--- config.mk ---
export PLATFORM = sky130hd
export DESIGN_NAME = fetch_queue
export DESIGN_NICKNAME = d
export VERILOG_FILES = /design/src/rtl/fetch_queue.sv
export SDC_FILE = /design/constraint.sdc
export NUM_CORES = 1
export LEC_CHECK = 0
export CORE_MARGIN = 2
export CORE_UTILIZATION = 54
export CTS_CLUSTER_SIZE = 24
export DETAILED_ROUTE_END_ITERATION = 10
export PLACE_DENSITY = 0.82
export SLEW_MARGIN = 0
export SYNTH_ARGS = -nofsm -noshare
export SYNTH_HDL_FRONTEND = slang
export SYNTH_SLANG_ARGS = --single-unit
--- constraint.sdc ---
create_clock -name clk -period 3.1 [get_ports clk]
set_input_delay 0.465 -clock clk [delete_from_list [all_inputs] [get_ports clk]]
set_output_delay 0.465 -clock clk [all_outputs]
set_load 0.01 [all_outputs]
--- src/rtl/fetch_queue.sv ---
// Instruction fetch queue feeding the decode stage: sequential word fetch, circular buffer
// of {instr, pc}, stall/redirect handling. Optional macro FETCH_QUEUE_BYPASS_EN forwards a
// response straight to decode when the queue is empty.
module fetch_queue #(
    parameter int unsigned DEPTH    = 4,
    parameter logic [31:0] RESET_PC = 32'h0000_0000
) (
    input  logic        clk,
    input  logic        reset_n,
    input  logic        redirect_i,
    input  logic [31:0] redirect_pc_i,
    output logic        imem_req_o,
    output logic [31:0] imem_addr_o,
    input  logic [31:0] imem_rdata_i,
    output logic        dec_valid_o,
    input  logic        dec_ready_i,
    output logic [31:0] InstrD,
    output logic [31:0] PCD,
    output logic [31:0] PCPlus4D,
    output logic [6:0]  OpD,
    output logic [2:0]  funct3D,
    output logic        funct7b5D
);

    localparam int unsigned PW      = (DEPTH > 1) ? $clog2(DEPTH) : 1;
    localparam int unsigned CW      = $clog2(DEPTH + 1);
    localparam logic [PW-1:0] LastPtr = PW'(DEPTH - 1);
    localparam logic [CW-1:0] DepthC  = CW'(DEPTH);
    localparam logic [CW:0]   DepthW  = (CW + 1)'(DEPTH);
    localparam logic [31:0]   Nop     = 32'h0000_0013;

    logic [31:0] instr_mem [DEPTH];
    logic [31:0] pc_mem    [DEPTH];

    logic [31:0]   fetch_pc_q, fetch_pc_d;
    logic [31:0]   req_pc_q, req_pc_d;
    logic [PW-1:0] head_q, head_d;
    logic [PW-1:0] tail_q, tail_d;
    logic [CW-1:0] count_q, count_d;
    logic          inflight_q, inflight_d;

    logic has_data, push, bypass, pop, pop_buf, wr_en;

    function automatic logic [PW-1:0] next_ptr(input logic [PW-1:0] p);
        return (p == LastPtr) ? '0 : p + 1'b1;
    endfunction

    always_comb begin
        has_data    = (count_q != '0);
        // Same-cycle pop is deliberately not credited toward free space.
        imem_req_o  = reset_n && !redirect_i &&
                      (({1'b0, count_q} + (CW + 1)'(inflight_q)) < DepthW);
        imem_addr_o = fetch_pc_q;
        push        = inflight_q && !redirect_i;
`ifdef FETCH_QUEUE_BYPASS_EN
        bypass      = push && !has_data;
`else
        bypass      = 1'b0;
`endif
        dec_valid_o = has_data || bypass;
        pop         = dec_valid_o && dec_ready_i && !redirect_i;
        pop_buf     = pop && has_data;
        wr_en       = push && !(bypass && pop);

        InstrD   = Nop;
        PCD      = '0;
        PCPlus4D = '0;
        if (has_data) begin
            InstrD   = instr_mem[head_q];
            PCD      = pc_mem[head_q];
            PCPlus4D = pc_mem[head_q] + 32'd4;
        end else if (bypass) begin
            InstrD   = imem_rdata_i;
            PCD      = req_pc_q;
            PCPlus4D = req_pc_q + 32'd4;
        end
    end

    assign OpD       = InstrD[6:0];
    assign funct3D   = InstrD[14:12];
    assign funct7b5D = InstrD[30];

    always_comb begin
        fetch_pc_d = fetch_pc_q;
        req_pc_d   = req_pc_q;
        head_d     = head_q;
        tail_d     = tail_q;
        count_d    = count_q;
        inflight_d = imem_req_o;
        if (redirect_i) begin
            fetch_pc_d = redirect_pc_i;
            head_d     = '0;
            tail_d     = '0;
            count_d    = '0;
        end else begin
            if (imem_req_o) begin
                req_pc_d   = fetch_pc_q;
                fetch_pc_d = fetch_pc_q + 32'd4;
            end
            if (pop_buf) head_d = next_ptr(head_q);
            if (wr_en)   tail_d = next_ptr(tail_q);
            case ({wr_en, pop_buf})
                2'b10:   count_d = count_q + 1'b1;
                2'b01:   count_d = count_q - 1'b1;
                default: count_d = count_q;
            endcase
        end
    end

    always_ff @(posedge clk or negedge reset_n) begin
        if (!reset_n) begin
            fetch_pc_q <= RESET_PC;
            req_pc_q   <= RESET_PC;
            head_q     <= '0;
            tail_q     <= '0;
            count_q    <= '0;
            inflight_q <= 1'b0;
        end else begin
            fetch_pc_q <= fetch_pc_d;
            req_pc_q   <= req_pc_d;
            head_q     <= head_d;
            tail_q     <= tail_d;
            count_q    <= count_d;
            inflight_q <= inflight_d;
        end
    end

    always_ff @(posedge clk) begin
        if (wr_en) begin
            instr_mem[tail_q] <= imem_rdata_i;
            pc_mem[tail_q]    <= req_pc_q;
        end
    end

    // Credit-based request gating makes this unreachable.
    a_no_overflow : assert property (@(posedge clk) disable iff (!reset_n)
        !(wr_en && !pop_buf && count_q == DepthC));

endmodule

After elaboration in Yosys (flattened, before gate mapping)
Memory sizes are Yosys's and may differ from the RTL's.
Cells that the tools add are included.
{ "word_totals": {"mem_bits_rw": 256, "output_inout_bits": 141, "memories": 2, "wordCells": 49, "regBits": 72, "in_bits": 68} }
{ "mem_list": {"columns": ["name", "depth", "word_bits", "read_ports", "rd_clocked_by_memory_dff", "write_ports", "line", "source"], "rows": [
  ["instr_mem", 4, 32, 1, 0, 1, "32", "logic [31:0] instr_mem [DEPTH];"],
  ["pc_mem", 4, 32, 1, 0, 1, "33", "logic [31:0] pc_mem [DEPTH];"]
]} }
{ "op_classes": {"add_sub_neg": 7, "n_mux": 15, "n_reduce_logical": 13, "n_lt_le_gt_ge": 1, "bitwise_logic": 1, "eq_ne": 4} }
{ "ops": {"columns": ["operator", "n"], "rows": [
  ["32-bit two-way mux", 5],
  ["32-bit by 3-bit adder with 32-bit output (second input constant)", 2],
  ["2-bit two-way mux", 6],
  ["2-bit == test (second input constant)", 3],
  ["1-bit logical AND", 6],
  ["3-bit one-hot mux with 2 select lines", 1],
  ["2-bit nonzero test", 3],
  ["3-bit nonzero test", 2],
  ["2-bit by 1-bit adder with 2-bit output (second input constant)", 2],
  ["3-bit by 1-bit adder with 4-bit output", 1],
  ["4-bit by 3-bit < comparator with 1-bit output (second input constant)", 1],
  ["3-bit by 1-bit adder with 3-bit output (second input constant)", 1],
  ["3-bit two-way mux", 1],
  ["3-bit by 1-bit subtractor with 3-bit output (second input constant)", 1],
  ["2-bit by 1-bit == test with 1-bit output (second input constant)", 1],
  ["1-bit two-way mux", 2],
  ["2-bit AND reduction", 1],
  ["1-bit zero test", 1],
  ["1-bit inverter", 1]
]} }

Logic depth before layout (Yosys ltp)
{ "depth": {"depth_word": 7, "depth_mapped": 8, "depth_no_buf": 8} }

Least setup slack after synthesis
No wires, ideal clock.
{ "synth_timing": {"path_type": "input to register", "start": "in redirect_i", "end": "mem instr_mem[0][0] (enable)", "t_arrival_ns": 2.363, "path_buffers": 1, "setup_time_ns": 0.429, "path_slack_ns": 0.308, "t_required_ns": 2.671, "cell_stages": 3, "cell_sequence": "clkbuf_1 nor2b_1 and2_1"} }
{ "synth_between": {"elab_chain_len": 4} }
{ "synth_rtl": {"columns": ["item", "line", "source"], "rows": [
  ["start, declared", "10", "input logic redirect_i,"],
  ["1-bit zero test", "54", "push = inflight_q && !redirect_i;"],
  ["1-bit logical AND", "54", null],
  ["1-bit two-way mux", "129", "if (wr_en) begin"],
  ["1-bit two-way mux (not written as such)", "130", "instr_mem[tail_q] <= imem_rdata_i;"],
  ["end, declared", "32", null]
]} }
Every way passes these cells.

Final worst setup path
{ "layout_timing": {"start": "reg head_q[0]", "end": "out PCPlus4D[18]"} }
{ "layout_between": {"elab_chain_len": 3} }
{ "layout_rtl": {"columns": ["item", "line", "source"], "rows": [
  ["start, declared", "37", "logic [PW-1:0] head_q, head_d;"],
  ["start signal, assigned", "114", "head_q <= '0;"],
  ["start signal, assigned", "121", "head_q <= head_d;"],
  ["memory read 4 x 32 bit", null, null],
  ["32-bit by 3-bit adder with 32-bit output", "71", "PCPlus4D = pc_mem[head_q] + 32'd4;"],
  ["32-bit two-way mux", "68", "if (has_data) begin"],
  ["end, declared", "19", "output logic [31:0] PCPlus4D,"]
]} }
Every way passes these cells.

==> impl_metrics.py <==
metrics = {
    "synthesis": {
        "mappedNetlistArea_um2": 14200,
        "synthesized_area_divided_by_synthesized_cell_count_um2": 15.0,
        "ys_dominant_reg_cell": "sky130_fd_sc_hd__edfxtp_1",
        "area_contributors_post_synth": "sky130_fd_sc_hd__edfxtp_1 54%, sky130_fd_sc_hd__dfrtp_1 13%, sky130_fd_sc_hd__mux4_2 8.3%",
        "synth_top_area_cell": "sky130_fd_sc_hd__edfxtp_1",
        "postSynth.asyncResetShare_pct": 22.0,
        "synthDistinctLibCells": 56,
        "synth-edff-count": 256,
        "syn-num-nets": 1020,
        "synth_top_area_share_pct": 54.3,
        "synth_seq_cells": 328,
        "yosysWarnings": 0,
        "yosysSeqAreaShare_pct": 67.0,
        "post_synth_inst_count": 944,
    },
    "finish": {
        "most-common-layout-cells": "256 x sky130_fd_sc_hd__edfxtp_1, 125 x sky130_fd_sc_hd__nand2_1, 116 x sky130_fd_sc_hd__clkdlybuf4s50_1",
        "nets": 1330,
        "final-seq-area_um2": 9490,
        "drive_gt1_share_pct": 27.6,
        "postLayoutCellArea_um2": 18800,
        "layout_commonest_cell": "sky130_fd_sc_hd__edfxtp_1",
        "number_of_filler_instances_in_the_final_layout": 1537,
        "multi_input_area_um2": 4580,
        "flow.area_growth_from_synthesis_pct": 32.5,
        "count_of_non_filler_cells_in_the_finished_layout": 1613,
    },
    "die": {
        "floorplan.core_area_um2": 25900,
        "floorplan.die_area_um2": 27500,
        "floorplan.die.height_um": 166,
        "floorplan.initialDensity_pct": 54.7,
        "top_level_ports": 209,
        "row_count": 59,
        "floorplan.die.width_um": 166,
    },
    "clock_network": {
        "cts_hold_buf": 0,
        "cts_buffers": 31,
        "cts_num_sinks": 328,
        "cts_tree": "done",
        "clk_pin_slew_ns": 0.06,
        "clk_latency_ns": 0.57,
        "root_buffer": "sky130_fd_sc_hd__clkbuf_16",
        "cts-root-to-sink-buffers": 3,
        "number_of_h_tree_levels": 1,
    },
    "placed_design": {
        "dpl.cell_count": 1525,
        "portBuffers": 208,
        "placedInstanceArea_um2": 17200,
        "globalplace.congestion": 0.888,
        "dp_hpwl_um": 22900,
        "post-place-ws_ns": -0.297,
    },
    "worst_setup_path": {
        "arrival_time_of_data_at_the_critical_path_endpoint_ns": 3.18,
        "path_class": "reg -> out",
        "worst_setup_end_kind": "output port",
        "worstPathMaxFanout": 7,
        "timing.critical_path.from_type": "register",
        "worstSetupStartpoint": "head_q[0]",
        "critPathSlowestCell": "sky130_fd_sc_hd__dfrtp_4",
        "cp.buffers_inverters": 3,
        "cp_data_required_time_ns": 2.63,
        "timing.rr.start": "count_q[1]",
        "critical-path-top-delay-family": "compound AO/OA/AOI/OAI gates",
        "critical_path.cell_chain": "buf_6 > mux4_2 > ha_2 > and2_4 > nand3_4 > buf_4 > o31ai_1 > a21oi_4 > buf_2",
        "worst_path_largest_cell_delay_ns": 0.53,
    },
    "detailed_routing": {
        "final_routed_drc_violation_total": 0,
        "wl_per_cell_um": 24.1,
        "dr_total_vias": 9921,
        "ant_nets": 0,
        "drt-vias-per-instance": 6.15,
        "detailedRoute.firstPassIterationCount": 5,
        "postRouteWirelength_um": 38800,
        "initialDrtViolationCount": 1080,
    },
    "timing": {
        "final-hold-violation-count": 0,
        "max_slew_violation_count": 0,
        "achievable-frequency_mhz": 275,
        "finalSetupViolCount": 28,
        "layout_min_cycle_time_ns": 3.64,
        "grt_setup_unrepaired": "true",
        "post_route_clock_skew_ns": 0.0319,
        "whs_ns": 0.150,
        "setup_ws_ns": -0.540,
        "timing.max_slew.rel_slack_pct": 18.8,
        "min_period_over_period_pct": 117,
        "worst-slew-pin-transition_ns": 1.21,
    },
    "worst_hold_path": {
        "min_delay_worst_type": "in -> async",
    },
    "outcome": {
        "status": "finished, violations left",
        "failing_checks": "setup timing",
    },
    "pwr": {
        "power_density_nw_per_um2": 799,
        "p_comb_share_pct": 37.2,
        "power_switching_mw": 4.85,
        "power.switching_fraction_pct": 32.4,
        "p_leak_nw": 7.36,
        "intPower_mw": 10.1,
        "worst_ir_drop_vdd_mv": 0.579,
        "power_frac_clock_pct": 24.8,
        "share_seq_of_total_power_pct": 38.0,
    },
    "global_routing": {
        "grt_first_pass_wirelength_um": 57200,
        "vias_in_the_first_global_route": 10021,
        "maximum_number_of_pins_on_one_net_before_global_route_repair": 73,
        "grtUsageTotal_pct": 26.8,
        "grt_overflow_total": 0,
        "grt_antenna_before_repair": 1,
    },
    "flow_run": {
        "maxCapViolCount": 0,
    },
}
## flip-flops by register name, summed over array words and instances (netlist names)
signal	cells
pc_mem	128
inflight_q	1
head_q	2
req_pc_q	32
count_q	3
tail_q	2
imem_addr_o	32
instr_mem	128
## worst reg2reg max path, stage by stage, from the launching register on
cell                       delay, ns
sky130_fd_sc_hd__dfrtp_1        0.49
sky130_fd_sc_hd__nor3_4         0.30
sky130_fd_sc_hd__clkinv_2       0.22
sky130_fd_sc_hd__buf_4          0.30
sky130_fd_sc_hd__nand2_1        0.25
sky130_fd_sc_hd__nor3_1         0.11
sky130_fd_sc_hd__fa_1           0.40
sky130_fd_sc_hd__nor3_1         0.23
sky130_fd_sc_hd__o21ai_0        0.11
sky130_fd_sc_hd__nor3b_1        0.15
## cell type report
type | count | share of cell area [%]
Antenna cell | 1 | 0.0133
Inverter | 11 | 0.227
Sequential cell | 328 | 50.6
Timing Repair Buffer | 336 | 17.2
Clock buffer | 38 | 4.53
Clock inverter | 18 | 0.800
Tap cell | 335 | 2.23
Multi-Input combinational cell | 546 | 24.4
## metrics by stage
stage	utilization [%]	power, mW	setup TNS (ns)
3_3_place_gp	66.4	10.8	-2.90
5_1_grt	72.4	15.5	-10.70
3_5_place_dp	66.4	10.9	-4.03
2_1_floorplan	-	8.20	0
6_report	72.4	15.0	-8.64
4_1_cts	71.3	14.7	-8.95
## worst paths after layout
path / cells after the start / slack (ns) / endpoint
worst max register to register: 9 / 0.40 / count_q[2]
max in group asynchronous: 2 / 2.29 / head_q[0]
min in group clk: 4 / 0.46 / inflight_q
worst max-delay path: 9 / -0.54 / PCPlus4D[18]
worst min register to register: 2 / 0.50 / req_pc_q[1]
worst min-delay path: 2 / 0.15 / imem_addr_o[10]
## metal layers
metal  part of all wire [%]  GRT usage (%)  wire length, um
met3                    8.4           4.74             3270
met2                     50           45.9            19300
met5                      0              0                0
met4                    3.9           9.15             1520
met1                     38           35.0            14700
## power groups by stage
stage	clock (mW)	sequential, mW	combinational (mW)
after floorplan	0	5.60	2.60
after global placement	0	5.72	5.06
after detailed placement	0	5.78	5.17
after CTS	3.74	5.68	5.33
after global routing	3.92	5.74	5.88
final	3.71	5.70	5.58
## cells by family after synthesis
logic type / Yosys count / synth area share, %
AOI/OAI and AO/OA: 89 / 4.48
xor gates and xnor gates: 13 / 0.804
adders and majority gates: 8 / 0.760
buffers and inverters: 70 / 2.50
DFF: 328 / 67.0
muxes: 77 / 11.5
and+or+nand+nor: 359 / 13.0
## cells in the mapped netlist (all sizes together) (2+ instances only)
| master | number |
|---|---|
| edfxtp | 256 |
| nand2 | 131 |
| dfrtp | 72 |
| and2 | 70 |
| mux4 | 64 |
| nor2 | 44 |
| clkbuf | 32 |
| nand3 | 29 |
| buf | 27 |
| o21ai | 26 |
| nand4 | 18 |
| nor3 | 17 |
| a21oi | 14 |
| a221o | 14 |
| and3 | 11 |
| inv | 11 |
| mux2 | 10 |
| o311ai | 9 |
| ha | 7 |
| nor4 | 7 |
| or2 | 7 |
| xnor2 | 7 |
| nor3b | 6 |
| xor2 | 6 |
| a21o | 5 |
| or3 | 5 |
| nor2b | 4 |
| o211ai | 4 |
| o31ai | 4 |
| o41a | 4 |
| or4 | 4 |
| mux2i | 3 |
| a31oi | 2 |
| a41oi | 2 |
| and4 | 2 |
| nand4b | 2 |
## timing repair
action | in CTS | in global routing
gates resized for setup | 223 | 87
pin swaps | 24 | 18
setup buffers | 22 | 11
setup endpoints to repair | 103 | 79
(Power assumes the default switching activity.)
